File: src/rtl/regfile_pkg.sv
// Shared types and constants for the integer register file write side.
package regfile_pkg;

    localparam int REG_COUNT = 32;
    localparam int ADDR_W    = 5;
    localparam int DATA_W    = 32;

    localparam logic [ADDR_W-1:0] REG_ZERO = 5'd0;

    typedef struct packed {
        logic [ADDR_W-1:0] rd;
        logic [DATA_W-1:0] data;
    } wb_req_t;

    // One-hot mask selecting a single register of the scoreboard.
    function automatic logic [REG_COUNT-1:0] reg_mask(input logic [ADDR_W-1:0] addr);
        logic [REG_COUNT-1:0] m;
        m       = {REG_COUNT{1'b0}};
        m[addr] = 1'b1;
        return m;
    endfunction

endpackage

File: src/rtl/regfile_write_ctrl_if.sv
// Writeback, issue and register-file write port bundle of the write controller.
interface regfile_write_ctrl_if;
    import regfile_pkg::*;

    logic              alu_valid;
    logic [ADDR_W-1:0] alu_rd;
    logic [DATA_W-1:0] alu_data;
    logic              alu_ready;
    logic              lsu_valid;
    logic [ADDR_W-1:0] lsu_rd;
    logic [DATA_W-1:0] lsu_data;
    logic              lsu_ready;
    logic              issue_valid;
    logic [ADDR_W-1:0] issue_rd;
    logic [ADDR_W-1:0] rs1_addr;
    logic [ADDR_W-1:0] rs2_addr;
    logic              rs1_busy;
    logic              rs2_busy;
    logic              wr_en;
    logic [ADDR_W-1:0] wr_addr;
    logic [DATA_W-1:0] wr_data;

    modport master (
        output alu_valid, alu_rd, alu_data, lsu_valid, lsu_rd, lsu_data,
        output issue_valid, issue_rd, rs1_addr, rs2_addr,
        input  alu_ready, lsu_ready, rs1_busy, rs2_busy, wr_en, wr_addr, wr_data
    );

    modport slave (
        input  alu_valid, alu_rd, alu_data, lsu_valid, lsu_rd, lsu_data,
        input  issue_valid, issue_rd, rs1_addr, rs2_addr,
        output alu_ready, lsu_ready, rs1_busy, rs2_busy, wr_en, wr_addr, wr_data
    );

endinterface

File: src/rtl/wb_arbiter.sv
// Two-source writeback arbiter: ALU has fixed priority unless the LSU has
// waited STARVE_LIMIT consecutive cycles.
module wb_arbiter
    import regfile_pkg::*;
#(
    parameter int STARVE_LIMIT = 4
) (
    input  logic    clk,
    input  logic    reset,
    input  logic    alu_valid,
    input  wb_req_t alu_req,
    input  logic    lsu_valid,
    input  wb_req_t lsu_req,
    output logic    alu_grant,
    output logic    lsu_grant,
    output logic    sel_valid,
    output wb_req_t sel_req
);

    localparam logic [3:0] LIMIT_C = 4'(STARVE_LIMIT);

    logic [3:0] starve_q;
    logic [3:0] starve_d;
    logic       starve_hit_s;

    // Grant decision, request mux and starvation counter next state.
    always_comb begin
        starve_hit_s = (starve_q == LIMIT_C);
        lsu_grant    = lsu_valid && (starve_hit_s || !alu_valid);
        alu_grant    = alu_valid && !lsu_grant;
        sel_valid    = alu_grant || lsu_grant;
        if (lsu_grant) begin
            sel_req = lsu_req;
        end else begin
            sel_req = alu_req;
        end
        if (!lsu_valid || lsu_grant) begin
            starve_d = 4'd0;
        end else if (starve_q != LIMIT_C) begin
            starve_d = starve_q + 4'd1;
        end else begin
            starve_d = starve_q;
        end
    end

    // Starvation counter register.
    always_ff @(posedge clk or negedge reset) begin
        if (!reset) begin
            starve_q <= 4'd0;
        end else begin
            starve_q <= starve_d;
        end
    end

endmodule

File: src/rtl/regfile_write_ctrl.sv
// Register file write controller: arbitrated registered write port plus
// pending-write scoreboard for read-after-write hazard detection.
module regfile_write_ctrl
    import regfile_pkg::*;
#(
    parameter int STARVE_LIMIT = 4
) (
    input  logic                 clk,
    input  logic                 reset,
    regfile_write_ctrl_if.slave  bus
);

    wb_req_t alu_req_s;
    wb_req_t lsu_req_s;
    wb_req_t sel_req_s;
    logic    alu_grant_s;
    logic    lsu_grant_s;
    logic    sel_valid_s;

    logic                 wr_en_q,   wr_en_d;
    logic [ADDR_W-1:0]    wr_addr_q, wr_addr_d;
    logic [DATA_W-1:0]    wr_data_q, wr_data_d;
    logic [REG_COUNT-1:0] pending_q, pending_d;

    assign alu_req_s = {bus.alu_rd, bus.alu_data};
    assign lsu_req_s = {bus.lsu_rd, bus.lsu_data};

    wb_arbiter #(
        .STARVE_LIMIT (STARVE_LIMIT)
    ) u_arb (
        .clk       (clk),
        .reset     (reset),
        .alu_valid (bus.alu_valid),
        .alu_req   (alu_req_s),
        .lsu_valid (bus.lsu_valid),
        .lsu_req   (lsu_req_s),
        .alu_grant (alu_grant_s),
        .lsu_grant (lsu_grant_s),
        .sel_valid (sel_valid_s),
        .sel_req   (sel_req_s)
    );

    // Write port and scoreboard next state; an issue set overrides a same-edge clear.
    always_comb begin
        wr_en_d   = sel_valid_s && (sel_req_s.rd != REG_ZERO);
        wr_addr_d = wr_addr_q;
        wr_data_d = wr_data_q;
        if (wr_en_d) begin
            wr_addr_d = sel_req_s.rd;
            wr_data_d = sel_req_s.data;
        end else begin
            wr_addr_d = wr_addr_q;
            wr_data_d = wr_data_q;
        end
        pending_d = pending_q;
        if (wr_en_q) begin
            pending_d = pending_d & ~reg_mask(wr_addr_q);
        end else begin
            pending_d = pending_d;
        end
        if (bus.issue_valid && (bus.issue_rd != REG_ZERO)) begin
            pending_d = pending_d | reg_mask(bus.issue_rd);
        end else begin
            pending_d = pending_d;
        end
        pending_d[0] = 1'b0;
    end

    // Output register and scoreboard state.
    always_ff @(posedge clk or negedge reset) begin
        if (!reset) begin
            wr_en_q   <= 1'b0;
            wr_addr_q <= {ADDR_W{1'b0}};
            wr_data_q <= {DATA_W{1'b0}};
            pending_q <= {REG_COUNT{1'b0}};
        end else begin
            wr_en_q   <= wr_en_d;
            wr_addr_q <= wr_addr_d;
            wr_data_q <= wr_data_d;
            pending_q <= pending_d;
        end
    end

    assign bus.alu_ready = alu_grant_s;
    assign bus.lsu_ready = lsu_grant_s;
    assign bus.rs1_busy  = pending_q[bus.rs1_addr];
    assign bus.rs2_busy  = pending_q[bus.rs2_addr];
    assign bus.wr_en     = wr_en_q;
    assign bus.wr_addr   = wr_addr_q;
    assign bus.wr_data   = wr_data_q;

endmodule
File: src/flat_wrapper.sv
// flat-port wrapper written by rule: the top's interface ports become plain ports
module regfile_write_ctrl_flat import regfile_pkg::*;
#(
    parameter int STARVE_LIMIT = 4
)
  (clk, reset, bus_alu_valid, bus_alu_rd, bus_alu_data, bus_lsu_valid, bus_lsu_rd, bus_lsu_data, bus_issue_valid, bus_issue_rd, bus_rs1_addr, bus_rs2_addr, bus_alu_ready, bus_lsu_ready, bus_rs1_busy, bus_rs2_busy, bus_wr_en, bus_wr_addr, bus_wr_data);
  regfile_write_ctrl_if bus_i ();
  input  logic clk;
  input  logic reset;
  input wire logic [$bits(bus_i.alu_valid)-1:0] bus_alu_valid;
  input wire logic [$bits(bus_i.alu_rd)-1:0] bus_alu_rd;
  input wire logic [$bits(bus_i.alu_data)-1:0] bus_alu_data;
  input wire logic [$bits(bus_i.lsu_valid)-1:0] bus_lsu_valid;
  input wire logic [$bits(bus_i.lsu_rd)-1:0] bus_lsu_rd;
  input wire logic [$bits(bus_i.lsu_data)-1:0] bus_lsu_data;
  input wire logic [$bits(bus_i.issue_valid)-1:0] bus_issue_valid;
  input wire logic [$bits(bus_i.issue_rd)-1:0] bus_issue_rd;
  input wire logic [$bits(bus_i.rs1_addr)-1:0] bus_rs1_addr;
  input wire logic [$bits(bus_i.rs2_addr)-1:0] bus_rs2_addr;
  output wire logic [$bits(bus_i.alu_ready)-1:0] bus_alu_ready;
  output wire logic [$bits(bus_i.lsu_ready)-1:0] bus_lsu_ready;
  output wire logic [$bits(bus_i.rs1_busy)-1:0] bus_rs1_busy;
  output wire logic [$bits(bus_i.rs2_busy)-1:0] bus_rs2_busy;
  output wire logic [$bits(bus_i.wr_en)-1:0] bus_wr_en;
  output wire logic [$bits(bus_i.wr_addr)-1:0] bus_wr_addr;
  output wire logic [$bits(bus_i.wr_data)-1:0] bus_wr_data;
  assign bus_i.alu_valid = bus_alu_valid;
  assign bus_i.alu_rd = bus_alu_rd;
  assign bus_i.alu_data = bus_alu_data;
  assign bus_i.lsu_valid = bus_lsu_valid;
  assign bus_i.lsu_rd = bus_lsu_rd;
  assign bus_i.lsu_data = bus_lsu_data;
  assign bus_i.issue_valid = bus_issue_valid;
  assign bus_i.issue_rd = bus_issue_rd;
  assign bus_i.rs1_addr = bus_rs1_addr;
  assign bus_i.rs2_addr = bus_rs2_addr;
  assign bus_alu_ready = bus_i.alu_ready;
  assign bus_lsu_ready = bus_i.lsu_ready;
  assign bus_rs1_busy = bus_i.rs1_busy;
  assign bus_rs2_busy = bus_i.rs2_busy;
  assign bus_wr_en = bus_i.wr_en;
  assign bus_wr_addr = bus_i.wr_addr;
  assign bus_wr_data = bus_i.wr_data;
  regfile_write_ctrl #(.STARVE_LIMIT(STARVE_LIMIT)) u_core (.clk(clk), .reset(reset), .bus(bus_i));
endmodule
File: config.mk
export PLATFORM = sky130hd
export DESIGN_NAME = regfile_write_ctrl_flat
export DESIGN_NICKNAME = d
export VERILOG_FILES = /design/src/rtl/regfile_pkg.sv /design/src/rtl/regfile_write_ctrl_if.sv /design/src/rtl/wb_arbiter.sv /design/src/rtl/regfile_write_ctrl.sv /design/src/flat_wrapper.sv
export SDC_FILE = /design/constraint.sdc
export NUM_CORES = 1
export LEC_CHECK = 0
export BUFFER_PORTS_ARGS = -buffer_cell sky130_fd_sc_hd__buf_2
export CAP_MARGIN = 20
export CORE_UTILIZATION = 55
export DETAILED_ROUTE_END_ITERATION = 7
export PLACE_DENSITY = 0.86
export SYNTH_ARGS = -nofsm -noshare
export SYNTH_HDL_FRONTEND = slang
export SYNTH_SLANG_ARGS = --single-unit
File: constraint.sdc
create_clock -name clk -period 3.75 [get_ports clk]
set_input_delay 0.1875 -clock clk [delete_from_list [all_inputs] [get_ports clk]]
set_output_delay 0.1875 -clock clk [all_outputs]
set_load 0.1 [all_outputs]
==> summary.md <==
| Metric | Value |
|---|---|
| Req. time, crit path | between 3000 and 4000 ps |
| CTS resizes | 0 |
| # setup viols final | 0 |
| Sw Ratio | 0.4031 |
| Clk buf depth | 2 |
| Port Buffers | between 100 and 150 |
| Slew Viols, Final | 0 |
| Row Count | 31 |
| DR iter-0 viols | ~250 |
| FF-to-FF Start | u_core.u_arb.starve_q[0] |
| Sw Pwr | about 1.1 mW |
| Worst vdd ir | ~0.32 mV |
| Crit path arrival time | between 2000 and 3000 ps |
| Total Neg Setup Slack | 0 ps |
| Number of global-route vias before repair | around 3.3k |
| Clk pwr share | 0.217 |
| Final WS setup | around 1000 ps |
| CTS tree | built |
| Top Ports | ~140 |
| Initial antenna violation count | 0 |
| Syn Std Cell Area | around 0.0041 mm² |
| Startpoint Class | flip-flop |
| Worst-path clk slew | approximately 70 ps |
| First-pass DRT Iterations | 5 |
| Hold Vio Cnt, Final | 38 |
| Nature of the critical path endpoint | primary output |
| GP Congestion | between 0.8 and 0.9 |
| Sequential share of power | 0.404 |
| Reg-to-Reg End | u_core.bus.wr_addr[3] |
| Post-layout min period | 2735 ps |
| Leak Pwr | about 2.3 nW |
| Syn avg cell area | ~13 µm² |
| Total gr overflow | 0 |
| Post-route ant nets | 0 |
| CP max stage cell | a21oi_4 |
| Yosys reg bits | 73 |
| Final WL | ~11000 µm |
| Internal Power | 1.698 mW |
| Number of vias per cell | 5.952 |
| Die area | 0.007881 mm² |
| Comb pwr share | 0.379 |
| Fin crit share | 0.7293 |
| Pre-CTS worst setup slack | around 1300 ps |
| Skew final | 9.279 ps |
| Commonest non-fill, non-tap cell in the layout | buf_2 |
| Cells after Synth | 329 |
| Failing checks | negative hold slack |
| Insertion delay to the later sink of the worst-skew pair | ~350 ps |
| Outcome | finished with violations |
| Pwr dens | around 560 mW/mm² |
| Nets | 559 |
| Crit path kind | reg -> out |
| H-tree depth | 3 |
| Fmax | between 0.3 and 0.4 GHz |
| DR DRC count | 0 |
| Register area share after synthesis | 0.4411 |
| TritonCTS buffer count | 9 |
| Largest net degree at the start of global routing | 43 |
| Ys Warns | 0 |
| Count of flip-flops with a built-in enable after synthesis | 0 |
| Top delay family on crit path | buffers and inverters |
| Most frequent cells in the layout | buf_2 (135), dfrtp_1 (73), o21ai_0 (63) |
| Area grow syn2layout | 22.45% |
| Slew @ Worst Pin | ~940 ps |
| DP HPWL | approximately 7700 µm |
| Postcts setup bufs | 0 |
| Worst min path class | in -> async |
| CP cell instances | inv_1, ha_1, nand3b_4, a21oi_4, buf_4, buf_2 |
| Worst reg-to-reg setup slack | 1250 ps |
| CTS Hold Bufs | 0 |
| Final Hold Slack | -7.938 ps |
| Initial Utilization | 0.5710 |
| N_diodes | 0 |
| Root buf cell | clkbuf_8 |
| Most used flip-flop cell after synthesis | dfrtp_1 |
| Wirelength per Cell | 18.71 µm |
| Total of max-cap violations | 0 |
| DR vias | 3369 |
| Final Power | 2.845 mW |
| Rel. slew slack | 0.3734 |
| Die height | slightly below 90 µm |
| Synth async-reset ratio | 1.000 |
| Worst r2r path cells | 7 |
| Total Routing Usage GR | 0.2857 |
| Syn Nets | 425 |
| Die width | just under 90 µm |
| First-pass GRT wire length | approximately 16000 µm |
| Share of cells above drive strength 1 | 0.5396 |
| Critical path buffers and inverters | 3 |
| Core area | between 0.007 and 0.008 mm² |
| Total clock sinks | 73 |
| CP Max Fanout | 22 |
| RSZ-0062 raised after global routing | no |
| Yosys cell types | 39 |
| Worst stage delay on the critical path | between 500 and 600 ps |
==> worst max-delay path by stage <==
stage | endpoint | slack [ps] | startpoint | depth (start not counted)
4_1_cts | bus_lsu_ready | 1000 | u_core.u_arb.starve_q[0] | 6
5_1_grt | bus_lsu_ready | 890 | u_core.u_arb.starve_q[0] | 6
2_1_floorplan | bus_alu_ready | 510 | u_core.u_arb.starve_q[0] | 6
6_report | bus_lsu_ready | 1020 | u_core.u_arb.starve_q[0] | 6
3_3_place_gp | u_core.bus.wr_addr[3] | 1330 | u_core.u_arb.starve_q[0] | 7
3_5_place_dp | u_core.bus.wr_addr[1] | 1260 | u_core.u_arb.starve_q[0] | 7
==> worst register-to-register path: stages (launching register included) <==
cell and delay, ps:
dfrtp_1 410, inv_1 70, ha_1 200, nand3b_4 150, and4bb_4 240, nor4_4 360
buf_4 530, mux2_2 420
==> flip-flops by register name, indices dropped and copies added, names as in the netlist <==
name	count
u_core.pending_q	31
u_core.bus.wr_en	1
u_core.u_arb.starve_q	4
u_core.bus.wr_data	32
u_core.bus.wr_addr	5
==> cells in the mapped netlist (2+ instances only) <==
library cell | n | area share
or3b_2 | 4 | 0.0085
a221oi_1 | 2 | 0.0042
buf_8 | 3 | 0.011
nor2_1 | 12 | 0.011
mux4_2 | 14 | 0.076
clkbuf_1 | 10 | 0.0091
nand3_1 | 9 | 0.011
nand2_1 | 5 | 0.0045
nor4bb_1 | 2 | 0.0048
or4_1 | 3 | 0.0054
or3_1 | 3 | 0.0045
nor2b_1 | 5 | 0.0076
nand4_1 | 4 | 0.0060
o21ai_0 | 63 | 0.076
nand4b_1 | 2 | 0.0042
and4b_1 | 2 | 0.0048
a2111oi_0 | 2 | 0.0042
mux2_4 | 29 | 0.11
mux2_2 | 45 | 0.12
buf_2 | 2 | 0.0024
nand3b_1 | 11 | 0.020
ha_1 | 2 | 0.0060
dfrtp_1 | 73 | 0.44
inv_1 | 7 | 0.0063
==> power groups by stage <==
stage | sequential (mW) | clock (mW) | combinational (mW)
finish | 1.15 | 0.617 | 1.08
global placement | 1.13 | 0 | 1.04
floorplan | 1.46 | 0 | 0.499
detailed placement | 1.15 | 0 | 1.08
global route | 1.17 | 0.659 | 1.14
CTS | 1.14 | 0.622 | 1.08
==> metrics by stage <==
step                instance area, µm²    util  std cells
finish                            5071  0.6992        566
global route                      5071  0.6992        566
CTS                               5071  0.6992        566
detailed placement                4876  0.6722        551
global placement                  4876  0.6722        551
floorplan                         4141       -        329
==> cells by family after synthesis <==
| group | count (synthesis) | synth area share |
|---|---|---|
| mux | 89 | 0.3060 |
| simple gates | 68 | 0.1118 |
| flops | 73 | 0.4411 |
| compound gates | 72 | 0.09879 |
| buf+inv | 23 | 0.03202 |
| xor+xnor | 2 | 0.004230 |
| fa+ha+maj | 2 | 0.006041 |
==> layout make-up <==
cell class	instances	area, µm²
Clock buffer	12	155.1
Clock inverter	3	40.04
Fill cell	524	2182
Inverter	7	26.28
Multi-Input combinational cell	233	2193
Sequential cell	73	1827
Tap cell	99	123.9
Timing Repair Buffer	139	705.7
==> metal layers <==
layer	vias up	track usage	wire length, µm
met4	0	0.09971	172
met3	15	0.06623	759
met5	-	0	0
met1	1673	0.3455	4168
li1	1505	-	-
met2	176	0.5021	5488
No activity file was read; power rests on OpenSTA's default activity.
